## config.mk

```make
export PLATFORM = sky130hd
export DESIGN_NAME = pool_window_ctrl
export DESIGN_NICKNAME = d
export VERILOG_FILES = /design/src/rtl/pool_pkg.sv /design/src/rtl/pool_line_buf.sv /design/src/rtl/pool_window_ctrl.sv
export SDC_FILE = /design/constraint.sdc
export NUM_CORES = 1
export LEC_CHECK = 0
export ABC_AREA = 1
export CAP_MARGIN = 20
export CORE_MARGIN = 2
export CORE_UTILIZATION = 45
export CTS_BUF_LIST = sky130_fd_sc_hd__clkbuf_8
export CTS_CLUSTER_DIAMETER = 120
export DETAILED_ROUTE_END_ITERATION = 16
export DONT_BUFFER_PORTS = 1
export GPL_ROUTABILITY_DRIVEN = 0
export PLACE_DENSITY = 0.62
export SYNTH_ARGS = -nofsm -noshare
export SYNTH_HDL_FRONTEND = slang
export SYNTH_SLANG_ARGS = --single-unit
```

## constraint.sdc

```tcl
create_clock -name clk -period 6.9 [get_ports clk]
set_clock_uncertainty 0.05 [all_clocks]
set_input_delay 1.725 -clock clk [delete_from_list [all_inputs] [get_ports clk]]
set_output_delay 1.725 -clock clk [all_outputs]
set_load 0.005 [all_outputs]
```

## src/rtl/pool_pkg.sv

```systemverilog
// pool_pkg: shared types, widths and window-count helper for the 3x3 pooling scheduler
package pool_pkg;
  localparam int DATA_W_DEF = 16;
  typedef enum logic {IDLE, RUN} state_t;
  function automatic int cnt_w(input int n);
    return (n > 1) ? $clog2(n) : 1;
  endfunction
  function automatic int win_count(input int w, input int h, input int s);
    return ((w - 3) / s + 1) * ((h - 3) / s + 1);
  endfunction
endpackage

```

## src/rtl/pool_line_buf.sv

```systemverilog
// pool_line_buf: single-port line buffer, combinational read, synchronous write at the same address
module pool_line_buf #(
  parameter int DATA_W = 16,
  parameter int DEPTH = 8,
  parameter int AW = 3
) (
  input  logic              clk,
  input  logic              we,
  input  logic [AW-1:0]     addr,
  input  logic [DATA_W-1:0] wdata,
  output logic [DATA_W-1:0] rdata
);
  logic [DATA_W-1:0] mem [DEPTH];
  assign rdata = mem[addr];
  always_ff @(posedge clk)
    if (we) mem[addr] <= wdata;
endmodule

```

## src/rtl/pool_window_ctrl.sv

```systemverilog
// pool_window_ctrl: buffers two lines of a raster frame and emits strided 3x3 windows to the pooling unit
module pool_window_ctrl import pool_pkg::*; #(
  parameter int DATA_W = DATA_W_DEF,
  parameter int IMG_W = 8,
  parameter int IMG_H = 8,
  parameter int STRIDE = 2
) (
  input  logic              clk,
  input  logic              rst_n,
  input  logic              start,
  output logic              busy,
  input  logic              pix_valid,
  output logic              pix_ready,
  input  logic [DATA_W-1:0] pix_data,
  output logic              win_valid,
  output logic [DATA_W-1:0] win0,
  output logic [DATA_W-1:0] win1,
  output logic [DATA_W-1:0] win2,
  output logic [DATA_W-1:0] win3,
  output logic [DATA_W-1:0] win4,
  output logic [DATA_W-1:0] win5,
  output logic [DATA_W-1:0] win6,
  output logic [DATA_W-1:0] win7,
  output logic [DATA_W-1:0] win8,
  output logic              frame_done
);
  localparam int CW = cnt_w(IMG_W);
  localparam int RW = cnt_w(IMG_H);
  localparam logic [CW-1:0] C_LAST = CW'(IMG_W - 1);
  localparam logic [RW-1:0] R_LAST = RW'(IMG_H - 1);
  localparam logic [1:0] P_LAST = 2'(STRIDE - 1);
  state_t state;
  logic [CW-1:0] c;
  logic [RW-1:0] r;
  logic [1:0] cph, rph;
  logic [DATA_W-1:0] t0, t1, m0, m1, m2, n0, n1, n2;
  logic acc, c_wrap, last, win_hit;
  assign busy = (state == RUN);
  assign pix_ready = (state == RUN);
  assign acc = pix_valid & pix_ready;
  assign c_wrap = (c == C_LAST);
  assign last = c_wrap && (r == R_LAST);
  assign win_hit = (r >= RW'(2)) && (c >= CW'(2)) && (rph == 2'd0) && (cph == 2'd0);
  pool_line_buf #(.DATA_W(DATA_W), .DEPTH(IMG_W), .AW(CW)) lb0 (
    .clk(clk), .we(acc), .addr(c), .wdata(t1), .rdata(t0)
  );
  pool_line_buf #(.DATA_W(DATA_W), .DEPTH(IMG_W), .AW(CW)) lb1 (
    .clk(clk), .we(acc), .addr(c), .wdata(pix_data), .rdata(t1)
  );
  // m* holds the older and n* the newer of the two previous columns, top row first
  always_ff @(posedge clk)
    if (acc) begin
      {m0, m1, m2} <= {n0, n1, n2};
      {n0, n1, n2} <= {t0, t1, pix_data};
    end
  always_ff @(posedge clk) begin
    if (!rst_n) begin
      state <= IDLE;
      c <= '0;
      r <= '0;
      cph <= '0;
      rph <= '0;
      win_valid <= 1'b0;
      frame_done <= 1'b0;
      {win0, win1, win2, win3, win4, win5, win6, win7, win8} <= '0;
    end else begin
      win_valid <= 1'b0;
      frame_done <= 1'b0;
      if (state == IDLE && start && !frame_done) begin
        state <= RUN;
        c <= '0;
        r <= '0;
        cph <= '0;
        rph <= '0;
      end
      if (acc) begin
        c <= c_wrap ? '0 : c + CW'(1);
        cph <= (c_wrap || c < CW'(2) || cph == P_LAST) ? 2'd0 : cph + 2'd1;
        if (c_wrap) begin
          r <= r + RW'(1);
          rph <= (r < RW'(2) || rph == P_LAST) ? 2'd0 : rph + 2'd1;
        end
        if (win_hit) begin
          win_valid <= 1'b1;
          {win0, win1, win2} <= {m0, n0, t0};
          {win3, win4, win5} <= {m1, n1, t1};
          {win6, win7, win8} <= {m2, n2, pix_data};
        end
        if (last) begin
          state <= IDLE;
          frame_done <= 1'b1;
        end
      end
    end
  end
endmodule
```

==> results.sh, run 1 <==
export IMPL_vias=12700
export IMPL_postCtsSetupRepairBufs=0
export IMPL_endpoint_kind="register"
export IMPL_ys_flop_type="edfxtp_1"
export IMPL_antenna_found_initial=1
export IMPL_numCtsBuffers=83
export IMPL_seq_area_frac_synth=0.697
export IMPL_drive_gt1_frac=0.0737
export IMPL_cts_root_buf="clkbuf_8"
export IMPL_yosysTopAreaCell="edfxtp_1"
export IMPL_path_common_cell="nand2_1"
export IMPL_setup_viol=0
export IMPL_tightestPinTransition_ns=0.929
export IMPL_leakagePower_nw=8.91
export IMPL_reg_top3="lb0.mem: 128 flops, lb1.mem: 128 flops"
export IMPL_port_buffers=0
export IMPL_core_mm2=0.0433
export IMPL_hold_violations=0
export IMPL_firstDrtPassIters=5
export IMPL_hold_path_class="register to register"
export IMPL_post_drt_wl_per_cell_um=17.7
export IMPL_critPathMaxFanout=87
export IMPL_crit_arrival_ns=4.35
export IMPL_viasPerCell=4.91
export IMPL_synth_area_leaders="edfxtp_1 (53%), dfxtp_1 (16%), nand2_1 (11%)"
export IMPL_ys_top_cells_by_count="nand2_1 (600), edfxtp_1 (352), inv_1 (339)"
export IMPL_max_clock_freq_mhz=259
export IMPL_remaining_drc_errors=0
export IMPL_nets=1972
export IMPL_rows=76
export IMPL_clockBufferDepth=3
export IMPL_maxCapViolCount=0
export IMPL_dieArea_mm2=0.0456
export IMPL_synth_cells=1933
export IMPL_finalCriticalPeriod_ns=3.86
export IMPL_yosysUniqueCellTypes=21
export IMPL_fin_crit_sh=0.560
export IMPL_synthArstFlopShare=0
export IMPL_path_cells="nand2_1, nor2_1, nand3_4, inv_4, buf_4, nand2_1, a21oi_1"
export IMPL_post_place_ws_ns=2.40
export IMPL_required_ns=7.39
export IMPL_crit_type="primary input to register"
export IMPL_synth_edf_count=352
export IMPL_start_kind="primary input"
export IMPL_ys_ff_latch=512
export IMPL_yosysWarningCount=0
export IMPL_hpwlAfterDp_um=26200
export IMPL_post_cts_resized=0
export IMPL_yosysMostFrequentCell="nand2_1"
export IMPL_synth_nets=1963
export IMPL_irDropWorstVdd_mv=0.133
export IMPL_fillers=3859
export IMPL_synth_area_mm2=0.0198
export IMPL_total_power_mw=5.97
export IMPL_wirelength_um=45900
export IMPL_hold_slack_ns=0.395
export IMPL_clk_pin_slew_ns=0.06
export IMPL_cpMaxStageDelayCell="inv_4"
export IMPL_rsz0062_at_grt="false"
export IMPL_drtIter0Drc=1234
export IMPL_slew_headroom=0.380
export IMPL_htree_levels=3
export IMPL_maxSlewViolCount=0
export IMPL_ioPinCount=168
export IMPL_grtUsageTotal=0.205
export IMPL_grt_pass1_vias=12200
export IMPL_cts_tree="done"
export IMPL_tns_ns=0
export IMPL_status="finished, final reports clean"
export IMPL_cts_sinks=512
export IMPL_avgSynthCellArea_um2=10.2
export IMPL_netlist_area_leader_share=0.535
export IMPL_grt_start_max_net_pins=88
export IMPL_die_y_um=214
export IMPL_grt_pass1_wl_um=70500
export IMPL_worst_slack_ns=3.04
export IMPL_dieWidth_um=214
export IMPL_synthToLayoutAreaGrowth_pct=10.4
export IMPL_start_util=0.457
export IMPL_power_density_mw_per_mm2=273
export IMPL_overflow=0
export IMPL_clk_latency_ns=0.64
export IMPL_critPathMaxStageDelay_ns=0.94
export IMPL_antenna_left=0
export IMPL_holdBufCountCts=0
## power by group
group          internal (mW)  switching (mW)
Combinational         0.0305           0.126
Clock                   1.31            1.16
Sequential              3.32          0.0185
Total                   4.67            1.30
## critical path: cells and delay by family
| kind | cells | cell delay, ns |
|---|---|---|
| compound gates | 1 | 0.13 |
| buf+inv | 2 | 1.32 |
| simple gates | 4 | 1.06 |
## layout by cell type, fill, tap and decap left out
cell type	instances
nor2_2	8
clkinv_2	6
inv_4	3
dfxtp_4	2
nand3_4	1
a211oi_1	1
o32ai_1	1
nor2_1	8
clkinv_1	5
edfxtp_1	352
clkinvlp_4	3
inv_1	374
dfxtp_1	158
nand2_1	600
or2_2	1
clkbuf_8	100
inv_2	1
nand3b_1	1
o21ai_0	1
diode_2	1
nand3_1	196
buf_4	21
ha_1	10
a221oi_1	1
inv_6	2
a21oi_1	153
## routing by layer
| layer | global-route usage | vias to the layer above | part of all wire | wire length [um] |
|---|---|---|---|---|
| met5 | 0 | - | 0 | 0 |
| met4 | 0.0905 | 0 | 0.035 | 1630 |
| met3 | 0.0625 | 106 | 0.088 | 4040 |
| met2 | 0.319 | 409 | 0.44 | 20400 |
| met1 | 0.266 | 6030 | 0.43 | 19900 |
| li1 | - | 6200 | - | - |
## path summary, 6_finish.rpt
check             slack (ns)  depth (start not counted)                    to            start
setup / recovery        3.04                          7  win6[8]$_SDFFE_PN0P_        pix_valid
setup reg to reg        3.71                          7  win6[8]$_SDFFE_PN0P_  busy$_SDFF_PN0_
hold reg to reg         0.40                          0       m1[8]$_DFFE_PP_  n1[8]$_DFFE_PP_
hold / removal          0.40                          0       m1[8]$_DFFE_PP_  n1[8]$_DFFE_PP_
## layout make-up
class,instances,area (um^2),area share
inverter,342,1290,0.0592
tap,585,732,0.0335
clock buffer,100,1380,0.0630
sequential,512,13800,0.631
antenna,1,2.50,0.000115
clock inverter,52,223,0.0102
multi-input combinational,982,4270,0.195
timing repair buffer,21,158,0.00722
## cells by family (layout without fill, tap and decap cells)
logic type / after synthesis / after routing / synth area share
simple gates: 815 / 815 / 0.168
buf+inv: 439 / 515 / 0.0892
flops: 512 / 512 / 0.697
other cells: 0 / 1 / 0
fa+ha+maj: 10 / 10 / 0.00633
compound gates: 157 / 157 / 0.0402
## per-stage QoR
step | utilization | cells | area, um^2
after floorplan | - | 1933 | 19800
after global placement | 0.468 | 2442 | 20200
after detailed placement | 0.468 | 2442 | 20200
after CTS | 0.504 | 2594 | 21800
after global routing | 0.504 | 2594 | 21800
final | 0.505 | 2595 | 21800
Note: power is estimated with default switching activity, not from simulation.
==> run 2: changes to the inputs <==
clock period = 3.9 ns   (was 6.9 ns; I/O delays follow)
==> run 2 against run 1 <==
Final area up 0.52%. Non-clock buffer count up 3. Flip-flop and latch count unchanged. Routed wire length down 2.2%. Critical path type is now register to register. Critical endpoint is now n2[10]$_DFFE_PP_.
==> results.sh, run 2 (synthesis results as in run 1) <==
export IMPL_dpl_cell_area_mm2=0.0203
export IMPL_hpwlAfterDp_um=25300
export IMPL_clk_pin_slew_ns=0.06
export IMPL_htree_levels=3
export IMPL_grt_start_max_net_pins=146
export IMPL_slew_headroom=0.274
export IMPL_hold_path_class="register to register"
export IMPL_path_delay_family="buffers and inverters"
export IMPL_grt_pass1_wl_um=69000
export IMPL_setup_viol=0
export IMPL_finalCriticalPeriod_ns=2.41
export IMPL_maxSlewViolCount=0
export IMPL_fin_crit_sh=0.617
export IMPL_reg2reg_slack_ns=1.49
export IMPL_cts_sinks=512
export IMPL_start_util=0.457
export IMPL_dieWidth_um=214
export IMPL_hold_violations=0
export IMPL_crit_type="register to register"
export IMPL_diodes=0
export IMPL_rsz0062_at_grt="false"
export IMPL_min_to="m0[15]$_DFFE_PP_"
export IMPL_final_cell_mix="nand2_1 (600), inv_1 (367), edfxtp_1 (352)"
export IMPL_reg2reg_depth=4
export IMPL_drtIter0Drc=1009
export IMPL_dieArea_mm2=0.0456
export IMPL_viasPerCell=4.86
export IMPL_numCtsBuffers=80
export IMPL_cts_tree="done"
export IMPL_firstDrtPassIters=5
export IMPL_fin_area_mm2=0.0219
export IMPL_startpoint="busy$_SDFF_PN0_"
export IMPL_remaining_drc_errors=0
export IMPL_layout_commonest_cell="nand2_1"
export IMPL_postCtsSetupRepairBufs=0
export IMPL_path_cells="nand2_1, clkinvlp_4, buf_4, buf_4"
export IMPL_cpMaxStageDelayCell="buf_4"
export IMPL_max_clock_freq_mhz=416
export IMPL_required_ns=4.09
export IMPL_reg_top3="lb0.mem: 128 flops, lb1.mem: 128 flops"
export IMPL_crit_arrival_ns=2.60
export IMPL_post_drt_wl_per_cell_um=17.3
export IMPL_die_y_um=214
export IMPL_post_cts_resized=0
export IMPL_path_common_cell="buf_4"
export IMPL_endpoint_kind="register"
export IMPL_port_buffers=0
export IMPL_status="finished, final reports clean"
export IMPL_wirelength_um=44900
export IMPL_cts_root_buf="clkbuf_8"
export IMPL_power_density_mw_per_mm2=486
export IMPL_critPathMaxFanout=57
export IMPL_maxCapViolCount=0
export IMPL_cp_buffers_inverters=3
export IMPL_synthToLayoutAreaGrowth_pct=11.0
export IMPL_clockBufferDepth=3
export IMPL_start_kind="register"
export IMPL_nets=1972
export IMPL_antenna_found_initial=3
export IMPL_critPathMaxStageDelay_ns=0.59
export IMPL_min_path_cells=0
export IMPL_clk_latency_ns=0.62
export IMPL_ioPinCount=168
export IMPL_core_mm2=0.0433
export IMPL_tightestPinTransition_ns=1.09
export IMPL_min_from="n0[15]$_DFFE_PP_"
export IMPL_irDropWorstVdd_mv=0.199
export IMPL_drive_gt1_frac=0.0762
export IMPL_rows=76
export IMPL_hold_slack_ns=0.397
export IMPL_grt_pass1_vias=12200
export IMPL_vias=12600
export IMPL_antenna_left=0
export IMPL_leakagePower_nw=8.94
export IMPL_holdBufCountCts=0
export IMPL_overflow=0
export IMPL_grtUsageTotal=0.200
export IMPL_r2r_start="busy$_SDFF_PN0_"
export IMPL_r2r_end="n2[10]$_DFFE_PP_"
## run 2: changes by cell type in the layout (fill, tap and decap cells not counted), moves of 2 or more
cell       change
buf_4          -2
bufinv_16      +2
buf_12         +5
inv_1          -7
## run 2: how the worst max path moves through the flow
| stage | to | cells past startpoint |
|---|---|---|
| finish | n2[10]$_DFFE_PP_ | 4 |
| detailed placement | n2[10]$_DFFE_PP_ | 4 |
| CTS | n2[8]$_DFFE_PP_ | 4 |
| floorplan | lb0.mem[0][0]$_DFFE_PP_ | 4 |
| global placement | n2[11]$_DFFE_PP_ | 4 |
| global route | m2[9]$_DFFE_PP_ | 4 |
## run 2: layout make-up
type                    instances  area (um^2)
multi-input cells             982         4270
clock buffers                 101         1390
inverters                     342         1290
fillers                      3851        21300
repair buffers                 24          243
clock inverters                46          241
well taps                     585          732
flip-flops and latches        512        13800
## run 2: layer usage
layer / track usage / vias to the layer above / routed length, um
met5: 0 / - / 0
met4: 0.0867 / 0 / 1360
met3: 0.0524 / 84 / 3800
met2: 0.319 / 403 / 20600
met1: 0.260 / 5935 / 19100
li1: - / 6188 / -
## run 2: stage by stage
step	utilization	TNS [ns]	total power [mW]	instances	worst slack, ns
after CTS	0.507	0	10.8	2592	1.49
after detailed placement	0.469	0	6.31	2445	0.962
after global routing	0.507	0	11.1	2592	1.29
final	0.507	0	10.7	2592	1.49
after floorplan	-	-99.75	6.21	1933	-0.390
after global placement	0.469	0	6.31	2445	0.992
## run 2: worst register-to-register path, delay by kind of cell, from the launching register on
kind                   cells  cell delay [ns]
buffers and inverters      3             1.36
AND/OR/NAND/NOR            1             0.21
flip-flops                 1             0.40
## run 2: where the power goes
part / switching, mW / internal, mW
clock network: 2.00 / 2.46
logic: 0.237 / 0.0583
registers: 0.0210 / 5.88
